`config.mk`:
```
export PLATFORM = sky130hd
export DESIGN_NAME = fact_accel
export DESIGN_NICKNAME = d
export VERILOG_FILES = /design/src/rtl/fact_accel.sv
export SDC_FILE = /design/constraint.sdc
export NUM_CORES = 1
export LEC_CHECK = 0
export ABC_CLOCK_PERIOD_IN_PS = 4400
export BUFFER_PORTS_ARGS = -buffer_cell sky130_fd_sc_hd__buf_4
export CORE_AREA = 4 4 139 114
export DETAILED_ROUTE_END_ITERATION = 16
export DIE_AREA = 0 0 143 118
export GPL_TIMING_DRIVEN = 0
export PLACE_DENSITY = 0.78
export SKIP_LAST_GASP = 1
export SYNTH_ARGS = -nofsm -noshare
export SYNTH_HDL_FRONTEND = slang
export SYNTH_SLANG_ARGS = --single-unit
export TNS_END_PERCENT = 10
```
`constraint.sdc`:
```
create_clock -name clk -period 4.4 [get_ports clk]
set_input_delay 0.66 -clock clk [delete_from_list [all_inputs] [get_ports clk]]
set_output_delay 0.66 -clock clk [all_outputs]
set_load 0.005 [all_outputs]
```
`src/rtl/fact_accel.sv`:
```
// fact_accel: memory-mapped iterative factorial (CTRL/STATUS/N/RESULT, one multiply per clock); ports clk rst we addr wdata -> rdata irq; `FACT_IRQ_EN adds CTRL.IE and irq=IE&DONE
module fact_accel #(
  parameter int NMAX = 12
) (
  input  logic        clk,
  input  logic        rst,
  input  logic        we,
  input  logic [31:0] addr,
  input  logic [31:0] wdata,
  output logic [31:0] rdata,
  output logic        irq
);
  typedef enum logic {IDLE, BUSY} state_t;
  localparam logic [4:0] NLIM = 5'(NMAX);
  state_t state, state_nx;
  logic [4:0] n, cnt;
  logic [31:0] acc, result;
  logic done, err, ie, sel, wr_ctrl, go, w1c, wr_n, start, err_go, finish;
  logic unused;
  assign unused = ^{addr[31:12], addr[1:0], wdata[31:5]};
  always_ff @(posedge clk) state <= rst ? IDLE : state_nx;
  always_comb state_nx = (state == IDLE) ? (start ? BUSY : IDLE) : ((cnt > 5'd1) ? BUSY : IDLE);
  always_comb begin
    sel = (addr[11:4] == 8'd0);
    wr_ctrl = we & sel & (addr[3:2] == 2'd0);
    go = wr_ctrl & wdata[0];
    w1c = we & sel & (addr[3:2] == 2'd1);
    wr_n = we & sel & (addr[3:2] == 2'd2);
    start = go & (state == IDLE) & (n <= NLIM);
    err_go = go & (state == IDLE) & (n > NLIM);
    finish = (state == BUSY) & (cnt <= 5'd1);
    rdata = !sel ? 32'd0 :
            (addr[3:2] == 2'd0) ? {30'd0, ie, 1'b0} :
            (addr[3:2] == 2'd1) ? {29'd0, state == BUSY, err, done} :
            (addr[3:2] == 2'd2) ? {27'd0, n} : result;
  end
  always_ff @(posedge clk) begin
    if (rst) begin
      n <= 5'd0;
      cnt <= 5'd0;
      acc <= 32'd0;
      result <= 32'd0;
      done <= 1'b0;
      err <= 1'b0;
    end else begin
      if (wr_n) n <= wdata[4:0];
      if (start) begin
        cnt <= n;
        acc <= 32'd1;
      end else if (state == BUSY && cnt > 5'd1) begin
        acc <= acc * {27'd0, cnt};
        cnt <= cnt - 5'd1;
      end
      result <= finish ? acc : err_go ? 32'd0 : result;
      done <= (finish | err_go) ? 1'b1 : (start | (w1c & wdata[0])) ? 1'b0 : done;
      err <= err_go ? 1'b1 : (start | (w1c & wdata[1])) ? 1'b0 : err;
    end
  end
`ifdef FACT_IRQ_EN
  always_ff @(posedge clk) ie <= rst ? 1'b0 : wr_ctrl ? wdata[1] : ie;
  assign irq = ie & done;
`else
  assign ie = 1'b0;
  assign irq = 1'b0;
`endif
endmodule

```
==> key figures <==
Detailed routing
  • Number of nets with antenna violations after routing: 0
  • Total Wirelength: 22000 µm
  • Via density: 5.82
  • Total via count in the routed design: between 7000 and 8000
  • Post-route DRC: 0
  • First drt pass iteration count: 5
  • First DRT Iteration DRCs: 725
  • Wirelength per Cell: 18.2 µm

Flow run
  • Max-cap violations: 0

Power
  • Power per standard cell area: 168 nW/µm²
  • Sequential share of power: between 40% and 50%
  • Switching power: 332 µW
  • Leakage power: 0.00418 µW
  • Switch share: 21.6%
  • VDD IR max: around 0.00028 V
  • Internal: 1200 µW
  • Combinational power share: 2.5%
  • Final Power: about 1500 µW
  • Clock power share: 52.3%

Status
  • Status: finished, violations left
  • Failing checks: negative setup slack

GRT
  • First-pass GRT wire length: 35200 µm
  • Initial antenna violation count: 1
  • Total gr overflow: 0
  • Gr usage total: 26.0%
  • Largest net degree at the start of global routing: 13
  • Vias in the first global route: about 6700

Floorplan
  • Initial Util: between 50% and 60%
  • DIE WIDTH: 143 µm
  • Core Box Area: approximately 14000 µm²
  • Die area: 16900 µm²
  • # IOs: 100
  • Row cnt: 39
  • Die span in y: 118 µm

Synth
  • Syn Inst Count: roughly 950
  • Post-synthesis async set-or-reset flop share: 0%
  • Top FF cell, synth: dfxtp_1
  • Post-synth EDFFs: 0
  • Post-synthesis average cell area: 8.15 µm²
  • Seq/Total Area, Yosys: 20.0%
  • Area leader, netlist: fa_1
  • Most frequent cell after synthesis: and2_1
  • Mapped Nets: ~1100
  • Top cells by area, synth: fa_1, dfxtp_1, and2_1, ha_1, inv_1
  • Synth top cells by count: and2_1, inv_1, nand2_1
  • Synth warn: 0
  • Top cell type's share of synthesized area: 21.5%
  • Yosys cell types: 62
  • Yosys reg bits: 77
  • Syn Std Cell Area: 7710 µm²

Finish
  • Ant. Diodes: 0
  • Layout Area Growth over Synthesis: 18.8%
  • Final nets: 1207
  • Share of cells above drive strength 1: 16.7%

Clock tree
  • CTS H-Tree Depth: 3
  • CTS Buf Count: 9
  • Max Root-Sink Buffers: 2
  • Total clock sinks: 77
  • Worst skew pair latency: 0.35 ns
  • Clk root buf: clkbuf_16
  • CTS tree: done
  • Hold bufs inserted after CTS: 0
  • Clock transition at path regs: 0.06 ns

Setup path
  • CP max stage cell: fa_1
  • Worst setup EP type: flop
  • Arr. time, crit path: 4.70 ns
  • Top cell family by delay on the critical path: adder cells
  • Startpoint Class: flop
  • Worst Path Max Fanout: 5
  • Slowest stage delay, CP: 0.53 ns
  • CP bufs+invs: 3
  • Worst Path Required: 4.69 ns
  • WS Path Type: reg -> reg
  • Worst-path cell chain: buf_6 > and2_1 > fa_2 > fa_1 > inv_1 > fa_1 > inv_1 > ha_4 > and3_1 > a221o_2 > a211oi_4 > or4_4 > nand3_4 > a31oi_2 > or4_1 > nand3_1

Place
  • Routability congestion estimate: between 0.9 and 1
  • PortBufs: between 40 and 50
  • Final HPWL DP: 15500 µm

STA
  • Slew margin rel.: 54.0%
  • Crit share post-route: 100%
  • Hold WS: 0.493 ns
  • RSZ-0062 raised after global routing: yes
  • Worst Clk Skew: between 0.006 and 0.007 ns
  • Peak Freq: 227 MHz
  • # setup viols final: 4
  • Min cycle time layout: 4.40 ns
  • Final WS setup: -0.00484 ns
  • Max Slew Vio Count: 0
  • Final Hold Fails: 0
  • Tightest Pin Transition: about 0.69 ns

Worst hold path
  • Hold Path Class: reg -> reg
power by group through the flow:
stage | registers, µW | logic, µW | clock network (µW)
3_5_place_dp | 713 | 36.4 | 0
5_1_grt | 695 | 40.1 | 834
4_1_cts | 695 | 36.5 | 800
6_report | 695 | 37.8 | 803
2_1_floorplan | 713 | 18.6 | 0
3_3_place_gp | 713 | 36.1 | 0
through the flow:
step	setup TNS (ns)	instance area, µm²	util, %	cells	worst slack, ns
final	-0.0114	9160	64.1	1210	-0.00484
after global routing	-1.15	9160	64.1	1210	-0.179
after CTS	-0.00402	8920	62.4	1205	-0.00248
after detailed placement	-23.79	8300	58.0	1176	-1.26
after global placement	-22.57	8300	58.0	1176	-1.21
after floorplan	-0.0301	7720	-	946	-0.0173
worst paths after layout:
kind / from / to / slack [ns] / depth (start not counted)
setup / recovery: cnt[4]$_SDFFE_PP0P_ / acc[22]$_SDFFE_PP0P_ / -0.005 / 16
hold / removal: result[18]$_SDFFE_PP0P_ / result[18]$_SDFFE_PP0P_ / 0.49 / 2
setup reg to reg: cnt[4]$_SDFFE_PP0P_ / acc[22]$_SDFFE_PP0P_ / -0.005 / 16
hold reg to reg: result[18]$_SDFFE_PP0P_ / result[18]$_SDFFE_PP0P_ / 0.49 / 2
state kept, by name, summed over array words and instances (netlist names):
name and flops:
acc 32, result 32, cnt 5, n 5
done 1, err 1, state 1
routing by layer:
| metal | global-route usage [%] | up-vias | part of all wire (%) |
|---|---|---|---|
| li1 | - | 3207 | - |
| met1 | 36.8 | 3463 | 43 |
| met2 | 40.9 | 331 | 46 |
| met3 | 4.83 | 46 | 8.1 |
| met4 | 6.71 | 0 | 2.7 |
| met5 | 0 | - | 0 |
logic make-up (layout without fill, tap and decap cells):
group	after synthesis	count (layout)	share of synthesized area [%]
buf+inv	171	251	9.02
flops	77	77	20.0
fa+ha+maj	119	119	27.4
other cells	1	1	0.0486
mux	12	12	1.61
simple gates	370	370	24.3
xor+xnor	30	30	3.41
compound gates	166	166	14.3
cell usage in the layout, fill, tap and decap left out, types with 6 or more instances in the layout:
cell type	instances
a211oi_1	6
a21oi_1	39
a21oi_2	8
a22oi_1	35
a31oi_1	6
and2_1	133
buf_4	69
clkbuf_1	21
clkbuf_16	11
dfxtp_1	73
fa_1	78
ha_1	25
ha_4	9
inv_1	117
mux2i_1	9
nand2_1	91
nand3_1	18
nand4_1	9
nor2_1	79
o21ai_0	22
xnor2_1	16
xor2_1	14
layout make-up:
| class | instances | area (µm²) |
|---|---|---|
| Clock buffer | 11 | 233 |
| Multi-Input combinational cell | 698 | 5760 |
| Sequential cell | 77 | 1550 |
| Inverter | 120 | 450 |
| Timing Repair Buffer | 70 | 549 |
| Buffer | 45 | 308 |
| Tap cell | 184 | 230 |
| Fill cell | 1171 | 5140 |
| Clock inverter | 5 | 75.1 |
repair_timing:
action / 4_1_cts / 5_1_grt
buffers inserted: 15 / 7
gates resized for setup: 45 / 48
pin swaps: 13 / 31
hold endpoints to repair: 0 / 0
setup endpoints to repair: 27 / 19
cloned: 0 / 2
tightest hold or removal path, stage by stage (launching register included):
cell and delay, ns:
dfxtp_1 0.32, a22oi_1 0.06, nor2_1 0.07
(Power assumes the default switching activity.)
